`src/rtl/ysyx_220053_pkg.sv`:
```
// ysyx_220053_pkg: shared widths, reset PC, FSM encoding and buffer entry type of the fetch unit
package ysyx_220053_pkg;

    localparam int XLEN = 64;
    localparam int ILEN = 32;
    localparam logic [XLEN-1:0] DEF_RESET_PC = 64'h0000_0000_8000_0000;

    typedef enum logic {
        RUN    = 1'b0,
        HALTED = 1'b1
    } ifu_state_e;

    typedef struct packed {
        logic [ILEN-1:0] instr;
        logic [XLEN-1:0] pc;
        logic            fault;
    } ifu_entry_t;

    // Instruction fetches are always word aligned; low two bits are cleared.
    function automatic logic [XLEN-1:0] word_align(input logic [XLEN-1:0] a);
        return a & ~XLEN'(3);
    endfunction

endpackage

```
`src/rtl/ysyx_220053_ifu_fifo.sv`:
```
// ysyx_220053_ifu_fifo: synchronous instruction buffer with flush and occupancy count
module ysyx_220053_ifu_fifo import ysyx_220053_pkg::*; #(
    parameter  int DEPTH = 2,
    localparam int AW    = $clog2(DEPTH)
) (
    input  logic       clk,
    input  logic       rst_n,
    input  logic       flush_i,
    input  logic       push_i,
    input  ifu_entry_t data_i,
    input  logic       pop_i,
    output ifu_entry_t data_o,
    output logic       empty_o,
    output logic [AW:0] count_o
);

    ifu_entry_t    mem_q [DEPTH];
    logic [AW-1:0] rd_q, rd_d, wr_q, wr_d;
    logic [AW:0]   cnt_q, cnt_d;
    logic          do_push, do_pop;

    assign do_pop  = pop_i && cnt_q != '0;
    assign do_push = push_i && !flush_i && (cnt_q < (AW+1)'(DEPTH) || do_pop);

    // Pointer and count update; a flush empties the buffer regardless of push/pop.
    always_comb begin
        rd_d  = flush_i ? '0 : rd_q + AW'(do_pop);
        wr_d  = flush_i ? '0 : wr_q + AW'(do_push);
        cnt_d = flush_i ? '0 : cnt_q + (AW+1)'(do_push) - (AW+1)'(do_pop);
    end

    // Pointer and count registers.
    always_ff @(posedge clk or negedge rst_n) begin
        if (!rst_n) begin
            rd_q  <= '0;
            wr_q  <= '0;
            cnt_q <= '0;
        end else begin
            rd_q  <= rd_d;
            wr_q  <= wr_d;
            cnt_q <= cnt_d;
        end
    end

    // Storage needs no reset: an entry is only observed after it has been written.
    always_ff @(posedge clk) begin
        if (do_push) mem_q[wr_q] <= data_i;
    end

    assign data_o  = mem_q[rd_q];
    assign empty_o = cnt_q == '0;
    assign count_o = cnt_q;

endmodule

```
`src/rtl/ysyx_220053_ifu.sv`:
```
// ysyx_220053_ifu: instruction fetch unit with credit-limited requests, redirect dropping and halt drain
module ysyx_220053_ifu import ysyx_220053_pkg::*; #(
    parameter logic [63:0] RESET_PC   = DEF_RESET_PC,
    parameter int          FIFO_DEPTH = 2,
    parameter int          CNT_W      = 2
) (
    input  logic            clk,
    input  logic            rst_n,
    output logic            imem_req_valid,
    input  logic            imem_req_ready,
    output logic [XLEN-1:0] imem_req_addr,
    input  logic            imem_rsp_valid,
    input  logic [ILEN-1:0] imem_rsp_data,
    input  logic            imem_rsp_err,
    output logic            instr_valid,
    input  logic            instr_ready,
    output logic [ILEN-1:0] instr_o,
    output logic [XLEN-1:0] pc_o,
    output logic            fault_o,
    input  logic            redirect_valid,
    input  logic [XLEN-1:0] redirect_pc,
    input  logic            halt_i,
    output logic            halted_o
);

    localparam int CW    = $clog2(FIFO_DEPTH) + 1;
    localparam int SUM_W = (CNT_W > CW ? CNT_W : CW) + 1;

    ifu_state_e      state_q, state_d;
    logic [XLEN-1:0] fetch_pc_q, fetch_pc_d, resp_pc_q, resp_pc_d;
    logic [CNT_W-1:0] out_q, out_d, drop_q, drop_d;
    logic [XLEN-1:0] redirect_tgt;
    logic            redirect_take, credit, req_fire, push, pop;
    logic            fifo_empty;
    logic [CW-1:0]   fifo_count;
    ifu_entry_t      push_entry, head;

    // A redirect only acts while running and loses to a simultaneous halt.
    assign redirect_take = state_q == RUN && redirect_valid && !halt_i;
    assign redirect_tgt  = word_align(redirect_pc);

    // Every in-flight request already owns a buffer slot, so responses never find the FIFO full.
    assign credit         = SUM_W'(out_q) + SUM_W'(fifo_count) < SUM_W'(FIFO_DEPTH);
    assign imem_req_valid = rst_n && state_q == RUN && !redirect_valid && credit;
    assign imem_req_addr  = fetch_pc_q;
    assign req_fire       = imem_req_valid && imem_req_ready;

    // Stale responses (pending drops, or one arriving with a redirect) never reach the buffer.
    assign push       = imem_rsp_valid && drop_q == '0 && !redirect_take;
    assign pop        = instr_valid && instr_ready;
    assign push_entry = '{instr: imem_rsp_data, pc: resp_pc_q, fault: imem_rsp_err};

    ysyx_220053_ifu_fifo #(
        .DEPTH   (FIFO_DEPTH)
    ) u_fifo (
        .clk     (clk),
        .rst_n   (rst_n),
        .flush_i (redirect_take),
        .push_i  (push),
        .data_i  (push_entry),
        .pop_i   (pop),
        .data_o  (head),
        .empty_o (fifo_empty),
        .count_o (fifo_count)
    );

    assign instr_valid = !fifo_empty;
    assign instr_o     = instr_valid ? head.instr : '0;
    assign pc_o        = instr_valid ? head.pc : '0;
    assign fault_o     = instr_valid && head.fault;
    assign halted_o    = state_q == HALTED && out_q == '0 && fifo_empty;

    // Next state: FSM, fetch/response PCs, outstanding and drop counters.
    always_comb begin
        state_d    = (state_q == RUN && halt_i) ? HALTED : state_q;
        fetch_pc_d = req_fire ? fetch_pc_q + XLEN'(4) : fetch_pc_q;
        resp_pc_d  = push ? resp_pc_q + XLEN'(4) : resp_pc_q;
        out_d      = out_q + CNT_W'(req_fire) - CNT_W'(imem_rsp_valid);
        drop_d     = drop_q - CNT_W'(imem_rsp_valid && drop_q != '0);
        if (redirect_take) begin
            fetch_pc_d = redirect_tgt;
            resp_pc_d  = redirect_tgt;
            drop_d     = out_q - CNT_W'(imem_rsp_valid);
        end
    end

    // State registers.
    always_ff @(posedge clk or negedge rst_n) begin
        if (!rst_n) begin
            state_q    <= RUN;
            fetch_pc_q <= RESET_PC;
            resp_pc_q  <= RESET_PC;
            out_q      <= '0;
            drop_q     <= '0;
        end else begin
            state_q    <= state_d;
            fetch_pc_q <= fetch_pc_d;
            resp_pc_q  <= resp_pc_d;
            out_q      <= out_d;
            drop_q     <= drop_d;
        end
    end

endmodule
```
`config.mk`:
```
export PLATFORM = sky130hd
export DESIGN_NAME = ysyx_220053_ifu
export DESIGN_NICKNAME = d
export VERILOG_FILES = /design/src/rtl/ysyx_220053_pkg.sv /design/src/rtl/ysyx_220053_ifu_fifo.sv /design/src/rtl/ysyx_220053_ifu.sv
export SDC_FILE = /design/constraint.sdc
export NUM_CORES = 1
export LEC_CHECK = 0
export ABC_AREA = 1
export BUFFER_PORTS_ARGS = -buffer_cell sky130_fd_sc_hd__buf_4
export CAP_MARGIN = 25
export CORE_UTILIZATION = 58
export DETAILED_ROUTE_END_ITERATION = 10
export PLACE_DENSITY = 0.81
export SYNTH_ARGS = -nofsm -noshare
export SYNTH_HDL_FRONTEND = slang
export SYNTH_SLANG_ARGS = --single-unit
```
`constraint.sdc`:
```
create_clock -name clk -period 5.1 [get_ports clk]
set_input_delay 0.255 -clock clk [delete_from_list [all_inputs] [get_ports clk]]
set_output_delay 0.255 -clock clk [all_outputs]
set_load 0.05 [all_outputs]
```
# After elaboration in Yosys (flattened, before gate mapping)
# Memory sizes are Yosys's and may differ from the RTL's.
# Cells that the tools add are included.
[word_totals]
wordCells = 64
inputBits = 104
latch_bits = 0
ram_bits = 194
mem_count = 1
out_inout_bits = 164
romBits = 0
ff_bits = 137
[memory_table]
columns = ["name", "words", "word_bits", "read_ports", "rd_ports_with_merged_regs", "write_ports", "line_no", "source"]
rows = [
  ["u_fifo.mem_q", 2, 97, 1, 0, 1, "ysyx_220053_ifu_fifo.sv:17", "ifu_entry_t mem_q [DEPTH];"],
]
[op_classes]
bitwise_logic = 1
eq_ne = 0
n_div = 0
add_sub_neg = 11
n_lt_le_gt_ge = 2
mul = 0
shift = 0
reduce_logical = 29
n_mux = 12
[ops]
columns = ["operator", "n"]
rows = [
  ["2-to-1 mux 64 bit", 5],
  ["adder 64 x 3 -> 64 bit (second input constant)", 2],
  ["2-to-1 mux 32 bit", 1],
  ["logical AND 1 bit", 17],
  ["nonzero test 2 bit", 4],
  ["subtractor 2 x 1 -> 2 bit", 4],
  ["logical NOT 2 bit", 3],
  ["adder 2 x 1 -> 2 bit", 2],
  ["logical NOT 1 bit", 4],
  ["2-to-1 mux 1 bit", 4],
  ["2-to-1 mux 2 bit", 2],
  ["adder 2 x 2 -> 3 bit", 1],
  ["< comparator 3 x 2 -> 1 bit (second input constant)", 1],
  ["adder 1 bit", 2],
  ["< comparator 2 bit (second input constant)", 1],
  ["logical OR 1 bit", 1],
  ["NOT 1 bit", 1],
]

# Depth between registers and ports, before layout
# Gate-level depths: netlist (run 1).
[logic_depth]
depth_word = 10
mapped_depth = 11
mapped_depth_nobuf = 11

# By module
# From an unflattened synthesis (run 1), not the netlist that was laid out.
[unflattened]
hier_cells = 2150
area_unflattened_um2 = 17957.2
[by_module_without_submodules]
columns = ["mod", "seq_area_each_um2", "area_each_um2", "n_inst", "cells_per_inst"]
rows = [
  ["ysyx_220053_ifu", 3230.6, 10682.7, 1, 1814],
  ["ysyx_220053_ifu_fifo", 5925.7, 7274.5, 1, 336],
]

# Least setup slack after synthesis (run 1)
# OpenSTA, ideal clock, no wires.
[synth_path]
path_type = "register -> register"
start = "reg drop_q[0]"
end = "mem u_fifo.mem_q[1][0] (netlist bit), enable pin"
path_stages_with_launch = 8
setup_time_ps = 465
slack_ps = 1058
period_less_slack_ps = 4042
t_arrival_ps = 3577
path_buffers = 1
required_ps = 4635
path_cell_list = "dfrtp_1 inv_1 nand3_2 inv_1 clkbuf_1 nand2_1 a21oi_1 ha_1"
[synth_via]
elab_chain_len = 7
[synth_lines]
columns = ["item", "line_no", "source"]
rows = [
  ["start, declared", "ysyx_220053_ifu.sv:31", "logic [CNT_W-1:0] out_q, out_d, drop_q, drop_d;"],
  ["start signal, assigned", "ysyx_220053_ifu.sv:100", "drop_q <= drop_d;"],
  ["logical NOT 2 bit", "ysyx_220053_ifu.sv:49", "assign push = imem_rsp_valid && drop_q == '0 && !redirect_take;"],
  ["logical AND 1 bit (2 in a row)", "ysyx_220053_ifu.sv:49", ""],
  ["logical AND 1 bit (2 in a row)", "ysyx_220053_ifu_fifo.sv:23", "assign do_push = push_i && !flush_i && (cnt_q < (AW+1)'(DEPTH) || do_pop);"],
  ["2-to-1 mux 1 bit", "ysyx_220053_ifu_fifo.sv:47", "if (do_push) mem_q[wr_q] <= data_i;"],
  ["2-to-1 mux 1 bit (implied by the code)", "ysyx_220053_ifu_fifo.sv:47", ""],
  ["end, declared", "ysyx_220053_ifu_fifo.sv:17", ""],
]
# No other way between the ends.

# Final worst setup path (run 1)
[layout_path]
start = "reg drop_q[0]"
end = "mem u_fifo.mem_q[0][43] (netlist bit), enable pin"
# Same word-level chain as after synthesis.

==> flow_summary.yaml, run 1 <==
die:
  initial_utilization_pct: 59.2
  num_rows: 62
  ios: 268
  die_x_um: 174
  die_height_um: 174
  floorplan.core_area_um2: 28900
  die-area_um2: 30100
pwr:
  power.switching_mw: 5.00
  power_frac_comb_pct: 42.8
  proportion_of_power_drawn_by_the_clock_network_pct: 23.0
  max-vdd-ir-drop_mv: 0.302
  power_report.internal_total_mw: 6.21
  switching_share_pct: 44.6
  power.leakage_nw: 8.74
  share_seq_of_total_power_pct: 34.2
  power.density_nw_per_um2: 538
place:
  place_congestion: 1.02
  dp_worst_setup_slack_ns: 1.46
  detailedPlacementHpwl_mm: 37.1
  io_buffer_count: 261
  placed_cells_incl_taps: 2688
clock_tree:
  root_buffer: "sky130_fd_sc_hd__clkbuf_16"
  number_of_clock_sinks: 323
  clock_tree_from_tritoncts: "built"
  ctsResizeCount: 0
  postCtsSetupBuffers: 0
  clock_latency_late_sink_ns: 0.52
  numCtsBuffers: 34
  clock_tree.buffer_depth: 3
  clk_pin_slew_worst_paths_ns: 0.06
  htree_levels: 2
timing:
  hold_viol: 0
  finClkSkew_ns: 0.0143
  finalWorstPathRequiredPeriod_ns: 3.74
  slew_worst_pin_ns: 1.07
  fin_worst_hold_slack_ns: 0.0306
  finalWorstSetupSlack_ns: 1.36
  fin_crit_sh_pct: 73.2
  slew_viol_final: 0
  fin_setup_tns_ns: 0
  setup_viol: 0
  unrepaired_setup_endpoints_after_global_routing: "no"
  max_freq_mhz: 268
  worst_max_slew_margin_expressed_relative_to_the_limit_pct: 28.6
layout:
  design.final.nets: 2490
  area_delta_synth_final_pct: 22.1
  layout.cells.most_common: "sky130_fd_sc_hd__nand2_1"
  final_core_utilization_pct: 72.2
  finish.cell_count_without_fillers: 2785
  antenna_diode_count: 0
  layout.cells.most_common_list: "664 x sky130_fd_sc_hd__nand2_1, 307 x sky130_fd_sc_hd__nor2_1, 272 x sky130_fd_sc_hd__buf_4"
  drive_above_1_share_pct: 16.4
route:
  detail_route.first_pass.iterations: 6
  antenna_violating_nets_post_route: 0
  vias_per_cell: 5.86
  drcViolationCount: 0
  route.detailed.wl_per_inst_um: 19.1
  routed_wirelength_mm: 53.1
  drt_first_iter_violations: 1850
  via_count: 16300
global_routing:
  grt_start_max_net_pins: 98
  grt_pass1_vias: 15500
  global_route.overflow_total: 0
  globalRouteTotalUtil_pct: 34.9
  first_pass_grt_wire_length_mm: 82.1
  antenna_found_initial: 0
yosys:
  syn_area_um2: 17100
  synth_area_leaders: "sky130_fd_sc_hd__edfxtp_1 33%, sky130_fd_sc_hd__dfrtp_1 19%, sky130_fd_sc_hd__nand2_1 15%, sky130_fd_sc_hd__nor2_1 6.8%, sky130_fd_sc_hd__a21oi_1 5.3%"
  synth_top_cell_area_share_pct: 33.4
  synth-warning-count: 0
  synth_cell_types: 42
  synth.ff_latch_count: 323
  synthCells: 2109
  yosysTopAreaCell: "sky130_fd_sc_hd__edfxtp_1"
  yosys_most_used_dff: "sky130_fd_sc_hd__edfxtp_1"
  synthArstFlopShare_pct: 41.2
  number_of_enable_type_register_cells_in_the_synthesized_netlist: 190
  syn-mean-instance-area_um2: 8.10
  yosysSeqAreaShare_pct: 52.9
run_status:
  outcome: "finished, final reports clean"
job:
  timing.max_cap.violations: 0
setup_path:
  crit_fanout: 55
  cp_data_required_time_ns: 5.32
  timing.critical_path.from_type: "flop"
  worst-setup-path-type: "flop to flop"
  worstSetupEndpointType: "flop"
  worst-endpoint-arrival_ns: 3.95
min_path:
  min-delay-path-class: "input pin to flop"
-- critical path: stages (launching register included) --
cell                      delay (ns)
sky130_fd_sc_hd__dfrtp_1        0.38
sky130_fd_sc_hd__inv_1          0.09
sky130_fd_sc_hd__nand3_2        0.45
sky130_fd_sc_hd__inv_1          0.71
sky130_fd_sc_hd__nand2_1        0.16
sky130_fd_sc_hd__a21oi_1        0.50
sky130_fd_sc_hd__ha_4           0.75
sky130_fd_sc_hd__buf_4          0.32
-- Yosys cell counts, types with 2 or more instances --
master                     number
sky130_fd_sc_hd__a21oi_1      180
sky130_fd_sc_hd__a31oi_1       14
sky130_fd_sc_hd__a41oi_1        2
sky130_fd_sc_hd__buf_1         13
sky130_fd_sc_hd__buf_2         27
sky130_fd_sc_hd__buf_4          4
sky130_fd_sc_hd__clkbuf_1      38
sky130_fd_sc_hd__dfrtp_1      131
sky130_fd_sc_hd__dfstp_2        2
sky130_fd_sc_hd__edfxtp_1     190
sky130_fd_sc_hd__ha_1          10
sky130_fd_sc_hd__inv_1        118
sky130_fd_sc_hd__inv_2          7
sky130_fd_sc_hd__nand2_1      666
sky130_fd_sc_hd__nand2_2       13
sky130_fd_sc_hd__nand3_1      178
sky130_fd_sc_hd__nand3b_1       7
sky130_fd_sc_hd__nand4_1       26
sky130_fd_sc_hd__nor2_1       309
sky130_fd_sc_hd__nor2_2        25
sky130_fd_sc_hd__nor2_4        10
sky130_fd_sc_hd__nor3_1        29
sky130_fd_sc_hd__nor3_2         2
sky130_fd_sc_hd__o211ai_1      36
sky130_fd_sc_hd__o21ai_0       16
sky130_fd_sc_hd__o21ai_1        2
sky130_fd_sc_hd__o21bai_1      30
sky130_fd_sc_hd__o311ai_1       3
sky130_fd_sc_hd__xnor2_1        6
sky130_fd_sc_hd__xor2_1         3
-- state kept, by name, indices dropped and copies added (netlist names) --
signal	cells
drop_q	2
imem_req_addr	62
out_q	2
resp_pc_q	62
state_q	1
u_fifo.count_o	2
u_fifo.mem_q	190
u_fifo.rd_q	1
u_fifo.wr_q	1
-- final timing paths --
path	slack (ns)	from	cells past startpoint	endpoint
max	1.36	drop_q[0]	7	u_fifo.mem_q[0][43]
min	0.03	redirect_pc[2]	3	imem_req_addr[2]
max reg2reg	1.36	drop_q[0]	7	u_fifo.mem_q[0][43]
min reg2reg	0.52	state_q	2	state_q
max in group asynchronous	3.59	rst_n	3	u_fifo.rd_q
min in group asynchronous	0.28	rst_n	2	imem_req_addr[33]
-- stage by stage --
step	total power, mW	cell area, um2
6_report	11.2	20800
5_1_grt	11.7	20800
4_1_cts	11.2	20800
3_5_place_dp	8.60	19300
2_1_floorplan	7.08	17100
3_3_place_gp	8.49	19300
-- cells by family (layout without fill, tap and decap cells) --
| family | Yosys count | in the layout | share of synthesized area [%] |
|---|---|---|---|
| xor+xnor | 9 | 9 | 0.462 |
| buf+inv | 208 | 497 | 4.86 |
| fa+ha+maj | 11 | 11 | 0.850 |
| other cells | 1 | 4 | 0.0220 |
| flops | 323 | 323 | 52.9 |
| mux | 1 | 1 | 0.0586 |
| simple gates | 1270 | 1270 | 31.2 |
| compound gates | 286 | 286 | 9.61 |
-- area by class of cell --
type                    count  area (um2)
flip-flops and latches    323        9040
repair buffers            309        2430
inverters                 126         473
clock buffers              45         932
multi-input cells        1581        7260
well taps                 384         480
fillers                  2255        8010
clock inverters            17         226
-- power groups by stage --
stage / sequential, mW / clock, mW / combinational (mW)
after global placement: 3.82 / 0 / 4.67
after floorplan: 3.91 / 0 / 3.18
after global routing: 3.87 / 2.70 / 5.11
after detailed placement: 3.85 / 0 / 4.75
after CTS: 3.80 / 2.59 / 4.78
final: 3.83 / 2.58 / 4.80
-- layer usage --
layer | vias up | GRT usage, % | part of all wire [%]
met5 | - | 0 | 0
li1 | 7560 | - | -
met3 | 140 | 4.98 | 9.6
met1 | 7705 | 47.7 | 40
met2 | 924 | 56.6 | 47
met4 | 0 | 13.4 | 3.9
-- what timing repair did --
| action | CTS | global route |
|---|---|---|
| endpoints found under the setup margin | 0 | 0 |
| endpoints found under the hold margin | 104 | 0 |
| hold buffers | 35 | 0 |
Power figures use the tool's default switching activity.
==> run 2: changes to the inputs <==
--- a/config.mk
+++ b/config.mk
@@ -8,9 +8,9 @@
 export ABC_AREA = 1
 export BUFFER_PORTS_ARGS = -buffer_cell sky130_fd_sc_hd__buf_4
 export CAP_MARGIN = 25
-export CORE_UTILIZATION = 58
+export CORE_UTILIZATION = 52
 export DETAILED_ROUTE_END_ITERATION = 10
-export PLACE_DENSITY = 0.81
+export PLACE_DENSITY = 0.77
 export SYNTH_ARGS = -nofsm -noshare
 export SYNTH_HDL_FRONTEND = slang
 export SYNTH_SLANG_ARGS = --single-unit
==> constraint.sdc (replaced) <==
create_clock -name clk -period 3.01 [get_ports clk]
set_input_delay 0.1505 -clock clk [delete_from_list [all_inputs] [get_ports clk]]
set_output_delay 0.1505 -clock clk [all_outputs]
set_load 0.05 [all_outputs]
==> run 2 against run 1 <==
  * Combinational power is 73% higher
  * Critical path depth is 3 lower
  * Clock power is 69% higher
  * Global-route usage is 1.4 points lower
  * Non-clock buffer count is 66 higher
  * Critical endpoint is now pc_o[18]
==> flow_summary.yaml, run 2 (synthesis gave the netlist of run 1 again) <==
run_status:
  outcome: "finished, final reports clean"
route:
  vias_per_cell: 5.70
  via_count: 16500
  drcViolationCount: 0
  route.detailed.wl_per_inst_um: 19.3
  detail_route.first_pass.iterations: 6
  antenna_violating_nets_post_route: 0
  routed_wirelength_mm: 56.1
  drt_first_iter_violations: 1730
die:
  floorplan.core_area_um2: 32000
  initial_utilization_pct: 53.4
  die_height_um: 183
  num_rows: 65
  die-area_um2: 33600
  die_x_um: 183
  ios: 268
layout:
  finish.cell_count_without_fillers: 2903
  largest_register: "u_fifo.mem_q"
  design.final.nets: 2558
  layout.cells.most_common_list: "664 x sky130_fd_sc_hd__nand2_1, 307 x sky130_fd_sc_hd__nor2_1, 274 x sky130_fd_sc_hd__buf_4"
  drive_above_1_share_pct: 16.5
  number_of_fill_cells: 2575
  antenna_diode_count: 0
  area_delta_synth_final_pct: 26.7
  layout.cells.most_common: "sky130_fd_sc_hd__nand2_1"
  final_area_um2: 21600
  largest_reg_flops: 190
min_path:
  min-delay-path-class: "input pin to flop"
  hp-start: "redirect_pc[24]"
  whs_endpoint: "resp_pc_q[24]"
  holdPathStages: 3
timing:
  unrepaired_setup_endpoints_after_global_routing: "no"
  slew_viol_final: 0
  slew_worst_pin_ns: 1.05
  finClkSkew_ns: 0.0220
  finalWorstSetupSlack_ns: 0.442
  max_freq_mhz: 389
  fin_crit_sh_pct: 85.3
  finalWorstPathRequiredPeriod_ns: 2.57
  setup_viol: 0
  hold_viol: 0
  worst_max_slew_margin_expressed_relative_to_the_limit_pct: 30.1
  fin_worst_hold_slack_ns: 0.0367
setup_path:
  cp_data_required_time_ns: 2.86
  worstSetupEndpointType: "output pin"
  timing.reg2reg.setup_slack_ns: 0.52
  worst-setup-path-type: "flop to output pin"
  timing.reg2reg.worst_path_depth: 11
  timing.critical_path.from_type: "flop"
  reg2reg_to: "imem_req_addr[37]"
  worst-endpoint-arrival_ns: 2.42
  crit_fanout: 96
  r2r-start: "u_fifo.count_o[0]"
global_routing:
  grt_pass1_vias: 16000
  first_pass_grt_wire_length_mm: 86.6
  globalRouteTotalUtil_pct: 33.4
  grt.met3_usage_pct: 4.63
  grt_start_max_net_pins: 134
  global_route.overflow_total: 0
  groute.layer.met1.usage_pct: 45.0
  top_usage_layer: "met2"
  grt_util_met2_pct: 54.0
  antenna_found_initial: 1
pwr:
  power.density_nw_per_um2: 885
  total_power_mw: 19.2
  power.leakage_nw: 9.06
  max-vdd-ir-drop_mv: 0.573
place:
  dp_worst_setup_slack_ns: 0.623
  place_congestion: 0.987
  placed_area_um2: 19600
  placed_cells_incl_taps: 2749
  detailedPlacementHpwl_mm: 38.7
  io_buffer_count: 261
clock_tree:
  postCtsSetupBuffers: 0
  htree_levels: 2
  clock_tree.buffer_depth: 3
  number_of_clock_sinks: 323
  ctsResizeCount: 0
  clock_tree_from_tritoncts: "built"
  numCtsBuffers: 36
  clock_latency_late_sink_ns: 0.53
  post_cts_hold_buffer_count: 91
  clk_pin_slew_worst_paths_ns: 0.06
  root_buffer: "sky130_fd_sc_hd__clkbuf_16"
job:
  timing.max_cap.violations: 0
run 2: worst max-delay path by stage:
stage,startpoint,end,slack [ns],cells past startpoint
after floorplan,drop_q[0],u_fifo.mem_q[1][0],-0.03,7
after global placement,u_fifo.count_o[0],imem_req_addr[42],0.72,10
after detailed placement,u_fifo.count_o[0],imem_req_addr[51],0.62,10
after CTS,u_fifo.rd_q,pc_o[28],0.46,4
after global routing,u_fifo.rd_q,pc_o[18],0.31,4
final,u_fifo.rd_q,pc_o[18],0.44,4
run 2: per-stage QoR:
stage / TNS (ns) / utilization (%)
after floorplan: -6.19 / -
after global placement: 0 / 61.2
after detailed placement: 0 / 61.2
after CTS: 0 / 67.7
after global routing: 0 / 67.7
final: 0 / 67.7
run 2: layout make-up:
class,count,area [um2],area share (%)
inverters,126,473,2.19
well taps,435,544,2.52
flip-flops and latches,323,9040,41.8
clock inverters,20,189,0.873
multi-input cells,1581,7260,33.6
repair buffers,375,3170,14.6
clock buffers,43,958,4.43
run 2: worst max-delay path, stage by stage, from the launching register on:
cell	delay (ns)
sky130_fd_sc_hd__dfrtp_2	0.36
sky130_fd_sc_hd__buf_4	0.79
sky130_fd_sc_hd__nand2_1	0.13
sky130_fd_sc_hd__a21oi_1	0.33
sky130_fd_sc_hd__buf_4	0.26
run 2: routing by layer:
layer / vias to the layer above / wire (um)
li1: 7709 / -
met1: 7775 / 23000
met2: 904 / 25900
met3: 150 / 4700
met4: 0 / 2440
met5: - / 0
run 2: where the power goes:
part           switching [mW]  total (mW)  internal (mW)
clock network            1.80        4.35           2.54
registers               0.893        6.49           5.60
logic                    5.91        8.31           2.40
total                    8.61        19.2           10.5
